`config.mk`:
```
export PLATFORM = sky130hd
export DESIGN_NAME = mode_comparator
export DESIGN_NICKNAME = d
export VERILOG_FILES = /design/src/rtl/mode_comparator_pkg.sv /design/src/rtl/mode_comparator_mag.sv /design/src/rtl/mode_comparator.sv
export SDC_FILE = /design/constraint.sdc
export NUM_CORES = 1
export LEC_CHECK = 0
export CORE_UTILIZATION = 30
export DETAILED_ROUTE_END_ITERATION = 12
export PLACE_DENSITY_LB_ADDON = 0.3
export SKIP_LAST_GASP = 1
export SLEW_MARGIN = 10
export SYNTH_ARGS = -nofsm -noshare
export SYNTH_HDL_FRONTEND = slang
export SYNTH_HIERARCHICAL = 1
export SYNTH_SLANG_ARGS = --single-unit
```
`constraint.sdc`:
```
create_clock -name clk -period 0.9 [get_ports clk]
set_input_delay 0.18 -clock clk [delete_from_list [all_inputs] [get_ports clk]]
set_output_delay 0.18 -clock clk [all_outputs]
set_load 0.01 [all_outputs]
```
`src/rtl/mode_comparator_pkg.sv`:
```
// Shared constants for the mode_comparator max/min selector.
package mode_comparator_pkg;

    localparam logic MODE_MAX = 1'b0;
    localparam logic MODE_MIN = 1'b1;

    localparam int DEFAULT_WIDTH = 8;

endpackage

```
`src/rtl/mode_comparator_mag.sv`:
```
// Combinational magnitude compare of two WIDTH-bit operands, unsigned or two's-complement.
module mode_comparator_mag #(
    parameter int WIDTH  = 8,
    parameter int SIGNED = 0
) (
    input  logic [WIDTH-1:0] a,
    input  logic [WIDTH-1:0] b,
    output logic             gt,
    output logic             eq
);

    // Inverting the sign bit maps two's-complement order onto unsigned order.
    localparam logic [WIDTH-1:0] FLIP = (SIGNED != 0) ? {1'b1, {(WIDTH-1){1'b0}}} : '0;

    logic [WIDTH-1:0] ka;
    logic [WIDTH-1:0] kb;

    assign ka = a ^ FLIP;
    assign kb = b ^ FLIP;
    assign gt = (ka > kb);
    assign eq = (a == b);

endmodule

```
`src/rtl/mode_comparator.sv`:
```
// Registered max/min selector with win/equality flags and one cycle of latency.
module mode_comparator
    import mode_comparator_pkg::*;
#(
    parameter int WIDTH  = DEFAULT_WIDTH,
    parameter int SIGNED = 0
) (
    input  logic             clk,
    input  logic             rst,
    input  logic             in_valid,
    input  logic [WIDTH-1:0] a,
    input  logic [WIDTH-1:0] b,
    input  logic             m,
    output logic             out_valid,
    output logic [WIDTH-1:0] y,
    output logic             sel_b,
    output logic             eq,
    output logic             a_gt_b
);

    logic             a_gt_b_c;
    logic             eq_c;
    logic             sel_b_c;

    logic             out_valid_q;
    logic [WIDTH-1:0] y_q,      y_d;
    logic             sel_b_q,  sel_b_d;
    logic             eq_q,     eq_d;
    logic             a_gt_b_q, a_gt_b_d;

    mode_comparator_mag #(
        .WIDTH  (WIDTH),
        .SIGNED (SIGNED)
    ) u_mag (
        .a  (a),
        .b  (b),
        .gt (a_gt_b_c),
        .eq (eq_c)
    );

    // Ties resolve to operand a in both modes.
    assign sel_b_c = (m == MODE_MAX) ? (~a_gt_b_c & ~eq_c) : a_gt_b_c;

    always_comb begin
        y_d      = y_q;
        sel_b_d  = sel_b_q;
        eq_d     = eq_q;
        a_gt_b_d = a_gt_b_q;
        if (in_valid) begin
            y_d      = sel_b_c ? b : a;
            sel_b_d  = sel_b_c;
            eq_d     = eq_c;
            a_gt_b_d = a_gt_b_c;
        end
    end

    always_ff @(posedge clk or posedge rst) begin
        if (rst) begin
            out_valid_q <= 1'b0;
            y_q         <= '0;
            sel_b_q     <= 1'b0;
            eq_q        <= 1'b0;
            a_gt_b_q    <= 1'b0;
        end else begin
            out_valid_q <= in_valid;
            y_q         <= y_d;
            sel_b_q     <= sel_b_d;
            eq_q        <= eq_d;
            a_gt_b_q    <= a_gt_b_d;
        end
    end

    assign out_valid = out_valid_q;
    assign y         = y_q;
    assign sel_b     = sel_b_q;
    assign eq        = eq_q;
    assign a_gt_b    = a_gt_b_q;

endmodule

```
* Word-level counts from Yosys, hierarchy flattened
Index checks and enable logic that the tools add are counted.
Word-level totals: register bits 12, bits in latches 0, RAM bits 0, bits in read-only memories 0, output and inout bits 12, logic and storage cells 12, memories 0
Operators by class: add/subtract/negate cells 0, multiply operators 0, divide/modulo/power cells 0, magnitude comparators 1, eq/ne operators 1, shifts and indexed selects 0, muxes and demuxes 2, bitwise gates (word level) 3, reductions and logical operators 0
Operator list (number):
- 8-bit == test | 1
- 8-bit greater-than comparator | 1
- 8-bit 2-to-1 mux | 1
- 1-bit inverter | 2
- 1-bit AND | 1
- 1-bit 2-to-1 mux | 1

* Longest topological paths before layout
depth after elaboration 5, mapped depth 10

* By module
The synthesis kept the hierarchy.
Modules (own cells, without submodules):
- mode_comparator | times used 1, cells each 57, area each 565.5 µm², sequential area each 300.3 µm²
- mode_comparator_mag | times used 1, cells each 28, area each 220.2 µm², sequential area each 0.0 µm²

* Worst setup path after synthesis
No wires, ideal clock.
path kind input port to flip-flop, start input port b[1], end register y_q[0], in the netlist y[0], data arrival time 1658 ps, slack -903 ps, stages on the path 10, path buffers 1, cell sequence inv_1 > ha_1 > nor2b_4 > o211ai_2 > a21oi_2 > o22a_1 > or3_1 > buf_6 > nand3_1 > a31oi_1
Between the ends: cells in the longest elaborated chain, start to end 5, elaborated cells on any way between the ends 7
Ends and longest elaborated chain:
- start, declared | line mode_comparator.sv:12 | input logic [WIDTH-1:0] b,
- 8-bit greater-than comparator * | line mode_comparator_mag.sv:20 | assign gt = (ka > kb);
- named net a_gt_b_c | line mode_comparator.sv:21 | logic a_gt_b_c;
- 1-bit inverter | line mode_comparator.sv:42 | assign sel_b_c = (m == MODE_MAX) ? (~a_gt_b_c & ~eq_c) : a_gt_b_c;
- 1-bit AND | line mode_comparator.sv:42
- 1-bit 2-to-1 mux * | line mode_comparator.sv:42
- 8-bit 2-to-1 mux * | line mode_comparator.sv:50 | y_d = sel_b_c ? b : a;
- end signal, assigned | line mode_comparator.sv:66 | y_q <= y_d;
- end, declared | line mode_comparator.sv:26 | logic [WIDTH-1:0] y_q, y_d;
The timed path passes the listed nets; every way through them passes the cells marked *. A chain may end at the register's enable or synchronous reset.

* Final worst setup path
start input port b[1], end register y_q[5], in the netlist y[5]
The elaborated chain is that of the path after synthesis.

==> flow_metrics.tcl <==
set metrics [dict create \
    ys_top_cells_by_area "dfrtp_1, ha_1, a31oi_1" \
    ys_types 26 \
    slew_headroom_pct 81.7 \
    cellPowerDensity_nw_per_um2 1190 \
    track_usage_pct 19.5 \
    finalClockSkew_ps 0 \
    crit_path_start "b[1]" \
    synth_nets 113 \
    violations "negative setup slack" \
    fp.dieArea_um2 2830 \
    synth_edf_count 0 \
    r2r_setup_slack_ps -80 \
    finalSetupViolCount 23 \
    ioPinCount 32 \
    cts.htree.levels 1 \
    regToRegStartpoint "a_gt_b" \
    clk_pin_slew_ps 70 \
    avgRoutedWirePerCell_um 13.0 \
    grt_max_degree 13 \
    drive_gt1_share_pct 69.3 \
    critPathKind "in2reg" \
    root_buffer "clkbuf_4" \
    synth_top_area_share_pct 38.2 \
    postRouteAntennaNets 0 \
    crit_path_end_kind "register" \
    synth_area_leader_cell "dfrtp_1" \
    status "finished, violations left" \
    seq_area_frac_synth_pct 38.2 \
    die_x_um 53.2 \
    final.fill_count 218 \
    multi_input_area_um2 608 \
    detail_route.iter0.violations 6 \
    fin_ws_ps -762 \
    worstSkewPairLatency_ps 270 \
    synthCells 85 \
    vias_per_cell 4.83 \
    synth-seq-cells 12 \
    cp.arrival_ps 1810 \
    detail_route.first_pass.iterations 3 \
    fin_crit_sh_pct 185 \
    antenna_found_initial 0 \
    r2r_cells 3 \
    initial_core_util_pct 31.7 \
    worstPathMaxFanout 5 \
    grt-ovfl-total 0 \
    synth_warnings 6 \
    drv_slew 0 \
    irDropWorstVdd_mv 0.753 \
    regArea_um2 300 \
    syn_to_final_growth_pct 101 \
    final_common_cell "buf_4" \
    route.detailed.drc 0 \
    totalPowerFinal_uw 1890 \
    utilization_pct 63.8 \
    cts_made_buffers 3 \
    max_slew.worst_pin.slew_ps 273 \
    ys.flop_type "dfrtp_1" \
    place_hpwl_um 1910 \
    num_rows 18 \
    wl_um 2340 \
    crit_required_ps 1050 \
    cts_sinks 12 \
    hold_violations 0 \
    grt_pass1_wl_um 3770 \
    cp-start-kind "input port" \
    max_freq_ghz 0.602 \
    async_reset_ff_share_pct 100 \
    gp_congestion 0.794 \
    syn_avg_cell_area_um2 9.24 \
    clock_path_buffers 2 \
    cts_tree "built" \
    die_h_um 53.2 \
    synth_area_um2 786 \
    route.vias.total 870 \
    r2r_end "a_gt_b" \
    rsz0062_at_grt "true" \
    fin_nets 179 \
    max_cap_viol_count 0 \
    final_cell_mix "buf_4, buf_6, buf_2" \
    leakage_uw 0.000719 \
    core_um2 2480 \
    hold_path.class "in2async" \
    grt_pass1_vias 879 \
    portBuffers 31 \
    min_period_ps 1660 \
    diodes 0 \
]
[per-layer routing]
layer,wire length [um],share of wire (%),GRT usage [%]
met1,868,37,19.1
met4,49,2.1,13.2
met2,1370,58,36.9
met5,0,0,0
met3,55,2.3,2.87
[sequential cells by signal (all words and copies together) (netlist names)]
signal / count
a_gt_b: 1
eq: 1
out_valid: 1
sel_b: 1
y: 8
[cells by family after synthesis]
kind of cell	after synthesis	synth area share, %
muxes	2	2.87
buffers and inverters	13	7.48
and+or+nand+nor	26	18.2
DFF	12	38.2
AOI/OAI and AO/OA	24	20.5
adders and majority gates	8	12.7
[power breakdown]
group | internal, uW | switching [uW]
sequential | 608 | 36.5
combinational | 470 | 356
clock | 246 | 170
[through the flow]
stage               cell area [um^2]  TNS [ps]  worst slack (ps)  hold WS [ps]  instances
detailed placement              1490    -17980             -1560           476        170
floorplan                        953     -7750              -810          44.7         85
global placement                1490    -16970             -1460           479        170
global route                    1580     -8620              -786           187        180
CTS                             1510     -8940              -825           188        180
finish                          1580     -7990              -762           191        180
[cell type report]
cell class                      instances  area share (%)
Multi-Input combinational cell         60            38.4
Timing Repair Buffer                   65            34.7
Sequential cell                        12            19.0
Inverter                                9            3.24
Tap cell                               30            2.37
Clock buffer                            4            2.29
[synthesized netlist by cell type (2+ instances only)]
| master | n |
|---|---|
| a21oi_1 | 3 |
| ha_1 | 8 |
| dfrtp_1 | 12 |
| nand3_1 | 8 |
| inv_1 | 9 |
| o21ai_0 | 8 |
| nor2_1 | 10 |
| a31oi_1 | 8 |
| mux2_2 | 2 |
[repair_timing]
item,4_1_cts,5_1_grt
endpoints found under the setup margin,23,23
gates cloned,1,0
buffers inserted,7,2
resized for setup,112,39
hold buffers,0,0
pin swaps,20,16
[worst max-delay path by stage]
stage	end	cells after the start
after global placement	y[6]	12
final	y[5]	11
after global routing	y[5]	11
after floorplan	y[0]	10
after CTS	y[6]	12
after detailed placement	y[5]	12
[worst max-delay path, stage by stage]
cell and delay, ps:
buf_12 110, inv_12 40, ha_4 190, nor2b_4 120
o211ai_2 170, a21oi_2 80, o22a_4 210, or3_4 410
buf_6 150, nand3_2 50, a31oi_1 90
Power figures use the tool's default switching activity.
